`src/rtl/approx_err_pkg.sv`:
```
// ----------------------------------------------------------------------------
// approx_err_pkg
// Shared definitions for the approximate-adder error-metric engine:
//   state_t         FSM states of the controller
//   LFSR_TAPS       Galois feedback mask used by both operand generators
//   DEFAULT_SEED_*  power-on seeds for the operand A / operand B generators
//   safe_seed()     maps an all-zero seed (a dead LFSR state) to 1
//   lfsr_next()     one Galois step of the 32-bit generator
// ----------------------------------------------------------------------------
package approx_err_pkg;

  typedef enum logic [2:0] {
    IDLE,
    LOAD,
    RUN,
    DRAIN,
    DONE
  } state_t;

  localparam logic [31:0] LFSR_TAPS      = 32'h8020_0003;
  localparam logic [31:0] DEFAULT_SEED_A = 32'h1234_5678;
  localparam logic [31:0] DEFAULT_SEED_B = 32'h8765_4321;

  // An all-zero Galois LFSR never leaves zero, so a zero seed is replaced by 1.
  function automatic logic [31:0] safe_seed(input logic [31:0] seed);
    return (seed == 32'd0) ? 32'd1 : seed;
  endfunction

  // Right-shifting Galois form: the bit shifted out of bit 0 decides whether
  // the tap mask is folded back into the shifted state.
  function automatic logic [31:0] lfsr_next(input logic [31:0] q);
    return {1'b0, q[31:1]} ^ (q[0] ? LFSR_TAPS : 32'd0);
  endfunction

endpackage

```
`src/rtl/lfsr32.sv`:
```
// ----------------------------------------------------------------------------
// lfsr32
// 32-bit Galois LFSR operand generator with seed reload and step enable.
// Ports:
//   clk    in   1      clock, state updates on rising edge
//   rst_n  in   1      asynchronous active-low reset, state returns to seed
//   load   in   1      reload the seed (has priority over step)
//   step   in   1      advance the sequence by one position
//   state  out  OUT_W  low OUT_W bits of the current 32-bit state
// ----------------------------------------------------------------------------
module lfsr32
  import approx_err_pkg::*;
#(
  parameter logic [31:0] SEED  = DEFAULT_SEED_A,
  parameter int          OUT_W = 32
) (
  input  logic             clk,
  input  logic             rst_n,
  input  logic             load,
  input  logic             step,
  output logic [OUT_W-1:0] state
);

  localparam logic [31:0] START = safe_seed(SEED);

  logic [31:0] q;

  // The full 32-bit register always steps, even when only a slice is
  // exported, so the sequence is independent of the operand width.
  always_ff @(posedge clk or negedge rst_n) begin
    if (!rst_n) begin
      q <= START;
    end else if (load) begin
      q <= START;
    end else if (step) begin
      q <= lfsr_next(q);
    end
  end

  assign state = q[OUT_W-1:0];

endmodule

```
`src/rtl/approx_adder_err_ctrl.sv`:
```
// ----------------------------------------------------------------------------
// approx_adder_err_ctrl
// Error-metric engine for an external approximate adder. Two LFSRs produce
// operand pairs, the adder's combinational sum is compared with the exact
// N-bit sum, and error count, total error distance and maximum error
// distance are accumulated for the host to turn into ER / MED / NMED.
// Ports:
//   clk        in   1      clock
//   rst_n      in   1      asynchronous active-low reset
//   start      in   1      one-cycle pulse, begins a run from IDLE or DONE
//   abort      in   1      ends a run, keeps partial stats, no done pulse
//   num_vec    in   CNT_W  number of vectors, sampled with start
//   adder_a    out  N      registered operand A to the adder
//   adder_b    out  N      registered operand B to the adder
//   adder_s    in   N      combinational sum returned by the adder
//   busy       out  1      high in LOAD, RUN and DRAIN
//   done       out  1      one-cycle pulse on entry to DONE
//   vec_cnt    out  CNT_W  vectors accumulated so far
//   err_count  out  CNT_W  vectors whose sum differed from the exact sum
//   sum_ed     out  ACC_W  sum of error distances, saturating
//   max_ed     out  N      largest error distance seen
// ----------------------------------------------------------------------------
module approx_adder_err_ctrl
  import approx_err_pkg::*;
#(
  parameter int          N      = 16,
  parameter int          CNT_W  = 32,
  parameter int          ACC_W  = 48,
  parameter logic [31:0] SEED_A = DEFAULT_SEED_A,
  parameter logic [31:0] SEED_B = DEFAULT_SEED_B
) (
  input  logic             clk,
  input  logic             rst_n,
  input  logic             start,
  input  logic             abort,
  input  logic [CNT_W-1:0] num_vec,
  output logic [N-1:0]     adder_a,
  output logic [N-1:0]     adder_b,
  input  logic [N-1:0]     adder_s,
  output logic             busy,
  output logic             done,
  output logic [CNT_W-1:0] vec_cnt,
  output logic [CNT_W-1:0] err_count,
  output logic [ACC_W-1:0] sum_ed,
  output logic [N-1:0]     max_ed
);

  // The accumulator sum is formed one bit wider than both the accumulator
  // and a single error distance so the carry out signals saturation.
  localparam int SUM_W = ((ACC_W > N) ? ACC_W : N) + 1;

  state_t           state;
  logic [CNT_W-1:0] num_vec_q;
  logic [CNT_W-1:0] issued;
  logic [N-1:0]     lfsr_a;
  logic [N-1:0]     lfsr_b;
  logic             v1;
  logic             v2;
  logic [N-1:0]     s_q;
  logic [N-1:0]     exact_q;
  logic [N-1:0]     ed;
  logic [SUM_W-1:0] sum_wide;
  logic [ACC_W-1:0] sum_next;
  logic             in_run_states;
  logic             flush;
  logic             issue;
  logic             lfsr_load;

  // Abort only has an effect while a run is in progress; it also blocks the
  // issue and accumulation that would otherwise happen on the same edge.
  always_comb begin
    in_run_states = (state == LOAD) || (state == RUN) || (state == DRAIN);
    flush         = abort && in_run_states;
    issue         = (state == RUN) && !abort;
    lfsr_load     = (state == LOAD) && !abort;
  end

  lfsr32 #(
    .SEED  (SEED_A),
    .OUT_W (N)
  ) u_lfsr_a (
    .clk   (clk),
    .rst_n (rst_n),
    .load  (lfsr_load),
    .step  (issue),
    .state (lfsr_a)
  );

  lfsr32 #(
    .SEED  (SEED_B),
    .OUT_W (N)
  ) u_lfsr_b (
    .clk   (clk),
    .rst_n (rst_n),
    .load  (lfsr_load),
    .step  (issue),
    .state (lfsr_b)
  );

  // Controller. DRAIN leaves when no operand pair is still waiting to be
  // sampled; the last sample is accumulated on that same edge, so the stats
  // are final in the first DONE cycle, num_vec+3 cycles after LOAD.
  always_ff @(posedge clk or negedge rst_n) begin
    if (!rst_n) begin
      state     <= IDLE;
      num_vec_q <= '0;
      issued    <= '0;
      busy      <= 1'b0;
      done      <= 1'b0;
    end else begin
      done <= 1'b0;
      case (state)
        IDLE, DONE: begin
          if (start && !abort) begin
            state     <= LOAD;
            num_vec_q <= num_vec;
            busy      <= 1'b1;
          end
        end
        LOAD: begin
          issued <= '0;
          if (abort) begin
            state <= IDLE;
            busy  <= 1'b0;
          end else if (num_vec_q == '0) begin
            state <= DONE;
            busy  <= 1'b0;
            done  <= 1'b1;
          end else begin
            state <= RUN;
          end
        end
        RUN: begin
          if (abort) begin
            state <= IDLE;
            busy  <= 1'b0;
          end else begin
            issued <= issued + CNT_W'(1);
            if (issued + CNT_W'(1) == num_vec_q) begin
              state <= DRAIN;
            end
          end
        end
        DRAIN: begin
          if (abort) begin
            state <= IDLE;
            busy  <= 1'b0;
          end else if (!v1) begin
            state <= DONE;
            busy  <= 1'b0;
            done  <= 1'b1;
          end
        end
        default: begin
          state <= IDLE;
          busy  <= 1'b0;
        end
      endcase
    end
  end

  // Error distance is the unsigned magnitude of the difference between the
  // sampled approximate sum and the exact sum of the same operand pair.
  always_comb begin
    ed       = (s_q > exact_q) ? (s_q - exact_q) : (exact_q - s_q);
    sum_wide = SUM_W'(sum_ed) + SUM_W'(ed);
    sum_next = (|sum_wide[SUM_W-1:ACC_W]) ? {ACC_W{1'b1}} : sum_wide[ACC_W-1:0];
  end

  // Three-stage datapath: issue registers the operands, the next edge
  // samples the adder's sum together with the exact sum, and the edge after
  // that folds the error distance into the statistics.
  always_ff @(posedge clk or negedge rst_n) begin
    if (!rst_n) begin
      adder_a   <= '0;
      adder_b   <= '0;
      v1        <= 1'b0;
      v2        <= 1'b0;
      s_q       <= '0;
      exact_q   <= '0;
      vec_cnt   <= '0;
      err_count <= '0;
      sum_ed    <= '0;
      max_ed    <= '0;
    end else begin
      if (issue) begin
        adder_a <= lfsr_a;
        adder_b <= lfsr_b;
      end
      v1 <= issue;
      v2 <= v1 && !flush;
      if (v1) begin
        s_q     <= adder_s;
        exact_q <= adder_a + adder_b;
      end
      if (lfsr_load) begin
        vec_cnt   <= '0;
        err_count <= '0;
        sum_ed    <= '0;
        max_ed    <= '0;
      end else if (v2 && !flush) begin
        vec_cnt   <= vec_cnt + CNT_W'(1);
        err_count <= err_count + CNT_W'(ed != '0);
        sum_ed    <= sum_next;
        if (ed > max_ed) begin
          max_ed <= ed;
        end
      end
    end
  end

endmodule

```
`config.mk`:
```
export PLATFORM = sky130hd
export DESIGN_NAME = approx_adder_err_ctrl
export DESIGN_NICKNAME = d
export VERILOG_FILES = /design/src/rtl/approx_err_pkg.sv /design/src/rtl/lfsr32.sv /design/src/rtl/approx_adder_err_ctrl.sv
export SDC_FILE = /design/constraint.sdc
export NUM_CORES = 1
export LEC_CHECK = 0
export CAP_MARGIN = 20
export CORE_MARGIN = 2
export CORE_UTILIZATION = 50
export CTS_CLUSTER_DIAMETER = 30
export DETAILED_ROUTE_END_ITERATION = 10
export GPL_ROUTABILITY_DRIVEN = 1
export HOLD_SLACK_MARGIN = 0.1
export PLACE_DENSITY = 0.75
export SLEW_MARGIN = 30
export SYNTH_ARGS = -nofsm -noshare
export SYNTH_HDL_FRONTEND = slang
export SYNTH_HIERARCHICAL = 1
export SYNTH_SLANG_ARGS = --single-unit
```
`constraint.sdc`:
```
create_clock -name clk -period 5 [get_ports clk]
set_input_delay 1.25 -clock clk [delete_from_list [all_inputs] [get_ports clk]]
set_output_delay 1.25 -clock clk [all_outputs]
set_load 0.005 [all_outputs]
```
-- Word-level counts from Yosys, hierarchy flattened
Index checks and enable logic that the tools add are counted.
- add/subtract/negate cells: 7
- multiply operators: 0
- divide/modulo/power cells: 0
- order comparisons: 2
- equal/unequal tests: 11
- shifts and indexed selects: 0
- muxes and demuxes: 39
- bitwise gates (word level): 2
- reductions and logical operators: 23
- operator list (operator ; count):
    $mux W32 ; 11
    $mux W48 ; 3
    $add A32 B1 Y32 const B ; 2
    $mux W16 ; 4
    $pmux W32 S2 ; 1
    $xor A31 B32 Y32 ; 2
    $add A48 B16 Y49 ; 1
    $add A32 B1 Y32 ; 1
    $eq A32 B32 Y1 ; 1
    $gt A16 B16 Y1 ; 2
    $logic_not A32 Y1 ; 1
    $sub A16 B16 Y16 ; 2
    $mux W3 ; 7
    $add A16 B16 Y16 ; 1
    $reduce_bool A16 Y1 ; 1
    $pmux W3 S4 ; 1
    $mux W1 ; 10
    $reduce_bool A2 Y1 ; 4
    $eq A3 B2 Y1 const B ; 2
    $logic_and A1 B1 Y1 ; 6
    $ne A2 B2 Y1 const B ; 3
    $ne A3 B2 Y1 const B ; 2
    $reduce_and A2 Y1 ; 3
    $pmux W1 S4 ; 1
    10 further kinds ; 12
- bits in registers: 327
- latch bits: 0
- memory bits (writable): 0
- ROM bits: 0
- input bits: 52
- output and inout port bits: 162
- logic and storage cells: 101
- memories kept: 0

-- Logic depth before layout (Yosys ltp)
Gate-level depths: netlist of run 1.
- word-level depth: 8
- mapped depth: 27
- depth with buffers taken out: 22

-- By module
The synthesis of run 1 kept the hierarchy.
- modules (own cells, without submodules) (module ; instances ; cells each ; area each (um2) ; seq. area each (um2)):
    approx_adder_err_ctrl ; 1 ; 1782 ; 15860.2 ; 6581.3
    lfsr32 (u_lfsr_a) ; 1 ; 123 ; 1493.9 ; 817.0
    lfsr32 (u_lfsr_b) ; 1 ; 123 ; 1485.2 ; 817.0

-- Worst setup path after synthesis of run 1
OpenSTA, ideal clock, no wires.
- path kind: reg-to-reg
- start: register s_q[2]
- end: register sum_ed[43]
- setup time: 0.120 ns
- data arrival time: 5.167 ns
- data required time: 4.880 ns
- path slack: -0.286 ns
- cell stages (with the launch flop): 25
- cells stage by stage: dfrtp_1 inv_1 ha_1 buf_6 nor2b_4 o31a_1 o221a_2 o31ai_4 buf_6 mux2_2 a31oi_1 o221ai_1 xnor2_1 inv_1 ha_1 a21o_1 a21o_1 a21o_1 a21o_1 a21oi_1 o21a_1 clkbuf_1 nor3_1 or4_1 and3_1
- longest elaborated chain between the ends: 6
- RTL lines (item ; RTL line ; source):
    from (decl) ; approx_adder_err_ctrl.sv:59 ; logic [N-1:0] s_q;
    from (signal assigned) ; approx_adder_err_ctrl.sv:193 ; s_q <= adder_s;
    $sub A16 B16 Y16 or $gt A16 B16 Y1 (tied branches) ; approx_adder_err_ctrl.sv:165 ; ed = (s_q > exact_q) ? (s_q - exact_q) : (exact_q - s_q);
    $mux W16 * ; approx_adder_err_ctrl.sv:165 ;
    $add A48 B16 Y49 * ; approx_adder_err_ctrl.sv:166 ; sum_wide = SUM_W'(sum_ed) + SUM_W'(ed);
    $mux W48 * ; approx_adder_err_ctrl.sv:167 ; sum_next = (|sum_wide[SUM_W-1:ACC_W]) ? {ACC_W{1'b1}} : sum_wide[ACC_W-1:0];
    $mux W48 * ; approx_adder_err_ctrl.sv:201 ; end else if (v2 && !flush) begin
    $mux W48 * ; approx_adder_err_ctrl.sv:196 ; if (lfsr_load) begin
    to (signal assigned) ; approx_adder_err_ctrl.sv:204 ; sum_ed <= sum_next;
    to (decl) ; approx_adder_err_ctrl.sv:44 ; output logic [ACC_W-1:0] sum_ed,
Mark *: on every way between the ends. The rest lies on a longest branch, timed or not. The select of a mux whose other input is x is not followed.
A chain may end at the register's enable or synchronous reset.

-- Worst setup path after layout of run 1
- start: register s_q[0]
- end: register sum_ed[30]
The elaborated chain is that of the path after synthesis.

==> reports/metrics.csv, run 1 <==
stage,metric,value,unit
setup_path,CP Class,flop to flop,
setup_path,Critical Path End Type,flop,
outcome,run status,completed,
setup_path,worst-path cell chain,"inv_2, ha_4, fa_2, nor2b_4, o31a_1, o221a_4, o31ai_4, mux2_4, a31oi_4, o221ai_2, xnor2_2, inv_2, ha_4, a21o_1, a21o_1, a21o_1, a21o_1, a21oi_2, o21a_1, buf_12, o31a_1, buf_12, and4_1, nor3_1",
detailed_routing,Pre-antenna DRT Iters,6,
final_layout,Antenna Cells,0,
setup_path,Critical Path AT,5.28,ns
grt,first-pass GRT wire length,82.5,mm
floorplanning,row cnt,71,
clocking,CTS HTree Levels,3,
placed_design,placer congestion estimate,0.886,
logic_synthesis,Area contributors post-synth,"dfrtp_1, ha_1, nand2_1, mux2i_1, nor2_1",
floorplanning,initial core utilization,50.4,%
logic_synthesis,Yosys reg bits,327,
setup_path,Worst path slowest cell,dfrtp_1,
detailed_routing,final WL,51.4,mm
clocking,TritonCTS Buffers,80,
setup_path,startpoint types,flop,
clocking,Clock transition at path regs,0.04,ns
detailed_routing,1st-iter DRT viols,945,
logic_synthesis,"Seq/Total Area, Yosys",43.6,%
setup_path,Crit path required time,5.44,ns
sta,Worst-Margin Slew,0.888,ns
grt,largest net degree at the start of global routing,100,
min_path,min-delay src,u_lfsr_b/q[11]$_DFFE_PN0P_,
placed_design,Post-Place Cells,2728,
sta,fin crit share,96.8,%
logic_synthesis,largest area contributor in the netlist,dfrtp_1,
logic_synthesis,synth unique cells,82,
grt,initial antenna violation count,1,
sta,Setup-failing EPs final,0,
sta,max-slew violation count,0,
clocking,CTS tree,yes,
detailed_routing,vias per std cell,5.66,
logic_synthesis,prevailing post-synth register cell,dfrtp_1,
clocking,clock sink total,327,
sta,Worst slew margin,40.8,%
grt,total global routing overflow,0,
pwr,Final Total Pwr,0.0207,W
logic_synthesis,Gate Count Post-Synth,2028,
logic_synthesis,"Cell Area, Synth",18800,µm²
clocking,clk buf depth,3,
floorplanning,Die Footprint,39200,µm²
grt,number of global-route vias before repair,16200,
setup_path,crit path max fanout,13,
logic_synthesis,Synth Area per Inst,9.29,µm²
sta,Hold WS,0.483,ns
logic_synthesis,YS warnings,6,
sta,Final Hold Vio Count,0,
final_layout,"most common cell after layout, fill and taps aside",dfrtp_1,
final_layout,final cell count without fillers,2882,
clocking,# hold bufs at CTS,0,
floorplanning,core area,37400,µm²
pwr,Leakage Power,11.0,nW
detailed_routing,Final ANT Viol Nets,0,
final_layout,area delta synth->final,32.4,%
detailed_routing,DRC Markers,0,
logic_synthesis,share of the synthesized area in the top cell type,40.0,%
pwr,Pwr Density,831,nW/µm²
placed_design,buffers added on ports,213,
pwr,Peak VDD IR,0.653,mV
logic_synthesis,Async SR Flop Fraction,100,%
clocking,Skew-Pair Late Insertion Delay,0.59,ns
logic_synthesis,Post-synth EDFFs,0,
sta,Final min period,4.84,ns
setup_path,launch point of the worst reg-to-reg path,s_q[0]$_DFFE_PN0P_,
logic_synthesis,Syn Nets,2166,
detailed_routing,vias,16300,
grt,gr usage total,26.0,%
clocking,Root Buffer,clkbuf_16,
final_layout,most frequent cells in the layout,"dfrtp_1, nand2_1, clkdlybuf4s50_1, nor2_1, o21ai_0",
flow_run,Max Cap Viol,0,
floorplanning,Die Height,198,µm
floorplanning,die width,198,µm
min_path,HP Class,flop to flop,
setup_path,critical path's largest stage delay,0.38,ns
final_layout,Final Core Density,66.7,%
sta,fmax,0.207,GHz
final_layout,nets,2446,
setup_path,"most used cell, CP",a21o_1,
floorplanning,# IOs,214,
final_layout,fraction of layout instances using a drive strength above 1,16.3,%
detailed_routing,WL/cell,17.8,µm
placed_design,Post-DP HPWL,35.2,mm
setup_path,crit path from,s_q[0]$_DFFE_PN0P_,
sta,Layout Skew,0.0236,ns
-- cell type report --
type,instances,area (µm²)
Sequential cell,327,8220
Timing Repair Buffer,328,3100
Inverter,84,320
Fill cell,2857,12500
Clock buffer,104,2230
Tap cell,511,639
Multi-Input combinational cell,1487,9800
Clock inverter,41,629
-- worst max-delay path, delay by kind of cell (launching register included) --
family                   cells  cell delay [ns]
AO/OA/AOI/OAI               12             2.35
XOR/XNOR                     1             0.25
adder cells (fa/ha/maj)      3             0.61
buffers and inverters        4             0.45
flip-flops                   1             0.38
multiplexers                 1             0.34
AND/OR/NAND/NOR              3             0.30
-- registers in the layout (all words and copies together), names as in the netlist --
| register | count |
|---|---|
| adder_a | 16 |
| u_lfsr_a/q | 32 |
| max_ed | 16 |
| s_q | 16 |
| v1 | 1 |
| exact_q | 16 |
| done | 1 |
| vec_cnt | 32 |
| sum_ed | 48 |
| num_vec_q | 32 |
| v2 | 1 |
| issued | 32 |
| state | 3 |
| busy | 1 |
| err_count | 32 |
| adder_b | 16 |
| u_lfsr_b/q | 32 |
-- synthesized netlist by cell type (21+ instances only) --
cell / n
xor2_1: 63
nand3_1: 51
mux2i_1: 77
a31oi_1: 41
dfstp_2: 26
dfrtp_1: 301
buf_4: 37
and3_1: 38
nand4_1: 39
o21ai_0: 128
a21oi_1: 85
inv_1: 82
ha_1: 82
nor3_1: 46
nor2_1: 193
clkbuf_1: 62
xnor2_1: 82
a21o_1: 21
mux2_2: 33
o21a_1: 26
nand2_1: 265
-- report_power, final --
part / internal (W) / total, W / switching [W]
clock network: 0.00377 / 0.00541 / 0.00164
registers: 0.00346 / 0.00417 / 0.000704
logic: 0.00541 / 0.0112 / 0.00575
total: 0.0126 / 0.0207 / 0.00809
-- logic make-up (layout without fill, tap and decap cells) --
group	count (synthesis)	count (layout)	synth area share, %
and+or+nand+nor	744	744	18.6
AOI/OAI and AO/OA	402	402	13.4
DFF	327	327	43.6
buffers and inverters	214	557	5.71
xor gates and xnor gates	145	145	6.74
muxes	110	110	6.06
adders and majority gates	86	86	5.87
-- timing repair --
action	CTS	global route
gates cloned	0	0
resized for setup	16	36
buffers inserted	0	9
pin swaps	3	21
setup endpoints to repair	48	78
-- routing by layer --
metal | wire (µm) | GRT usage, %
met5 | 13 | 0
met4 | 1260 | 9.61
met3 | 3230 | 5.18
met2 | 24600 | 42.9
met1 | 22300 | 34.0
-- path summary, 6_finish.rpt --
check	depth (start not counted)	to	slack, ns
max	24	sum_ed[30]$_DFFE_PN0P_	0.16
min	2	adder_b[11]$_DFFE_PN0P_	0.48
max reg2reg	24	sum_ed[30]$_DFFE_PN0P_	0.16
min reg2reg	2	adder_b[11]$_DFFE_PN0P_	0.48
max in group asynchronous	2	u_lfsr_a/q[20]$_DFFE_PN1P_	3.36
min in group asynchronous	1	sum_ed[11]$_DFFE_PN0P_	0.68
-- per-stage QoR --
step           area, µm²  TNS [ns]  worst slack [ns]
6_report           24900         0             0.158
5_1_grt            24900    -0.196           -0.0431
4_1_cts            24700   -0.0405           -0.0259
3_5_place_dp       21800     -3.06            -0.193
3_3_place_gp       21800   -0.0192           -0.0166
2_1_floorplan      18900         0          0.000870
No activity file was read; power rests on OpenSTA's default activity.
==> run 2: changes to the inputs <==
Settings changed: DONT_BUFFER_PORTS set to 1, PLACE_DENSITY 0.75 to 0.68.
==> reports/metrics.csv, run 2 (synthesized netlist as in run 1, its figures left out) <==
stage,metric,value,unit,change
floorplanning,Die Footprint,39200,µm²,unchanged
setup_path,Critical Path AT,5.36,ns,+0.08 ns
setup_path,launch point of the worst reg-to-reg path,s_q[0]$_DFFE_PN0P_,,
grt,gr usage total,25.0,%,-1.1 points
sta,Worst-Margin Slew,0.881,ns,-0.00666 ns
floorplanning,row cnt,71,,unchanged
detailed_routing,Pre-antenna DRT Iters,8,,+2
sta,Layout Skew,0.0225,ns,-0.00112 ns
placed_design,Post-DP HPWL,33.9,mm,-3.6%
final_layout,area delta synth->final,19.8,%,
placed_design,Post-Place Cells,2508,,-8.1%
pwr,Peak VDD IR,0.553,mV,-15%
clocking,CTS HTree Levels,3,,unchanged
grt,met3 usage,7.72,%,+2.5 points
outcome,run status,completed,,
sta,Setup-failing EPs final,0,,unchanged
detailed_routing,DRC Markers,0,,unchanged
detailed_routing,Final ANT Viol Nets,0,,unchanged
sta,Hold WS,0.376,ns,-0.107 ns
grt,first-pass GRT wire length,78.8,mm,-4.5%
setup_path,r2r worst-path depth,24,,unchanged
floorplanning,Die Height,198,µm,unchanged
detailed_routing,final WL,49.4,mm,-3.9%
final_layout,fill count,3165,,+11%
grt,number of global-route vias before repair,15000,,-7.4%
setup_path,Worst R2R Setup Slack,0.14,ns,-0.02 ns
clocking,CTS tree,yes,,
grt,layer carrying the most global-route usage,met2,,
sta,fin crit share,97.2,%,+0.33 points
floorplanning,core area,37400,µm²,unchanged
pwr,Pwr Density,886,nW/µm²,+6.7%
sta,fmax,0.206,GHz,-0.34%
grt,total global routing overflow,0,,unchanged
final_layout,nets,2225,,-9.0%
floorplanning,initial core utilization,50.4,%,unchanged
setup_path,"most used cell, CP",a21o_1,,
pwr,Leakage Power,10.1,nW,-7.8%
setup_path,Setup crit end,sum_ed[22]$_DFFE_PN0P_,,
clocking,# hold bufs at CTS,0,,unchanged
placed_design,buffers added on ports,0,,-100%
flow_run,Max Cap Viol,0,,unchanged
min_path,HP Class,primary input to asynchronous set/reset pin,,
grt,initial antenna violation count,1,,unchanged
grt,met1 Track Usage GR,32.1,%,-1.9 points
grt,largest net degree at the start of global routing,328,,+230%
setup_path,Worst path slowest cell,dfrtp_1,,
clocking,clk buf depth,3,,unchanged
sta,Worst slew margin,41.3,%,+0.44 points
setup_path,startpoint types,flop,,
final_layout,Largest Register,sum_ed,,
sta,Final min period,4.86,ns,+0.0166 ns
setup_path,crit path max fanout,9,,-4
clocking,Skew-Pair Late Insertion Delay,0.60,ns,about the same
setup_path,critical path's largest stage delay,0.38,ns,about the same
clocking,TritonCTS Buffers,83,,+3.8%
final_layout,max reg flops,48,,unchanged
setup_path,Critical Path End Type,flop,,
sta,Setup TNS Final,0,ns,unchanged
final_layout,Final Core Density,60.4,%,-6.3 points
setup_path,crit path from,s_q[0]$_DFFE_PN0P_,,
final_layout,final cell count without fillers,2668,,-7.4%
detailed_routing,vias,15100,,-7.2%
floorplanning,die width,198,µm,unchanged
clocking,Root Buffer,clkbuf_16,,
detailed_routing,WL/cell,18.5,µm,+3.8%
final_layout,"most common cell after layout, fill and taps aside",dfrtp_1,,
detailed_routing,1st-iter DRT viols,687,,-27%
clocking,Clock transition at path regs,0.04,ns,about the same
setup_path,worst-path cell chain,"inv_2, ha_2, fa_2, nor2b_4, o31a_1, o221a_2, o31ai_4, mux2_4, a31oi_4, o221ai_2, xnor2_2, inv_2, ha_4, a21o_1, a21o_1, a21o_1, a21o_1, a21oi_2, o21a_2, buf_4, nor4_2, buf_4, and2_2, a211oi_2",,
final_layout,most frequent cells in the layout,"dfrtp_1, nand2_1, nor2_1, o21ai_0, buf_4",,
detailed_routing,vias per std cell,5.67,,+0.20%
sta,Final Hold Vio Count,0,,unchanged
floorplanning,# IOs,214,,unchanged
final_layout,fraction of layout instances using a drive strength above 1,17.7,%,+1.4 points
sta,max-slew violation count,0,,unchanged
grt,GR Util met2,40.1,%,-2.9 points
placed_design,placer congestion estimate,0.904,,+2.1%
setup_path,Crit path required time,5.50,ns,+0.06 ns
setup_path,reg2reg end,sum_ed[22]$_DFFE_PN0P_,,
setup_path,CP Class,flop to flop,,
clocking,clock sink total,327,,unchanged
==> run 2: changes by cell type in the layout (fill, tap and decap cells not counted), moves of 4 or more <==
cell,delta
clkdlybuf4s50_1,-212
clkbuf_16,+4
bufinv_16,-6
buf_4,-5
clkinv_4,+9
buf_12,-8
==> run 2: worst min path at each step <==
stage / from / to
final: rst_n / sum_ed[11]$_DFFE_PN0P_
after floorplan: u_lfsr_a/q[19]$_DFFE_PN0P_ / u_lfsr_a/q[18]$_DFFE_PN1P_
after global placement: u_lfsr_b/q[4]$_DFFE_PN0P_ / adder_b[4]$_DFFE_PN0P_
after detailed placement: u_lfsr_a/q[8]$_DFFE_PN0P_ / adder_a[8]$_DFFE_PN0P_
after global routing: rst_n / sum_ed[11]$_DFFE_PN0P_
after CTS: rst_n / err_count[21]$_DFFE_PN0P_
==> run 2: report_power, final <==
part	leakage, nW	switching [W]	internal (W)
clock network	1.38	0.00168	0.00361
logic	4.51	0.00556	0.00492
registers	4.24	0.000792	0.00346
==> run 2: stage by stage <==
stage | setup WS [ns] | total power [W] | area [µm²]
6_report | 0.141 | 0.0200 | 22600
2_1_floorplan | 0.000870 | 0.0109 | 18900
4_1_cts | -0.0641 | 0.0196 | 22400
3_3_place_gp | -0.0227 | 0.0138 | 19500
5_1_grt | -0.0551 | 0.0214 | 22600
3_5_place_dp | -0.286 | 0.0141 | 19500
==> run 2: layer usage <==
layer	up-vias	part of all wire, %
met2	406	47
met3	73	7.7
li1	7234	-
met4	0	1.9
met5	-	0
met1	7406	44
==> run 2: worst max-delay path: cells and delay by family (launching register included) <==
kind | cells | cell delay [ns]
AOI/OAI and AO/OA | 12 | 2.37
DFF | 1 | 0.38
and+or+nand+nor | 3 | 0.33
muxes | 1 | 0.35
adders and majority gates | 3 | 0.66
xor gates and xnor gates | 1 | 0.21
buffers and inverters | 4 | 0.49
==> run 2: final cells by class <==
type / instances / area [µm²] / share of cell area (%)
tap: 511 / 639 / 2.83
clock inverter: 47 / 494 / 2.19
sequential: 327 / 8220 / 36.4
inverter: 84 / 320 / 1.42
antenna: 1 / 2.50 / 0.0111
timing repair buffer: 104 / 792 / 3.51
clock buffer: 107 / 2340 / 10.4
multi-input combinational: 1487 / 9770 / 43.3
==> run 2: repair_timing <==
item / in CTS / in global routing
pin swaps: 0 / 11
cloned: 0 / 0
resized for setup: 9 / 36
setup endpoints to repair: 30 / 74
hold endpoints to repair: 0 / 0
setup buffers: 0 / 5
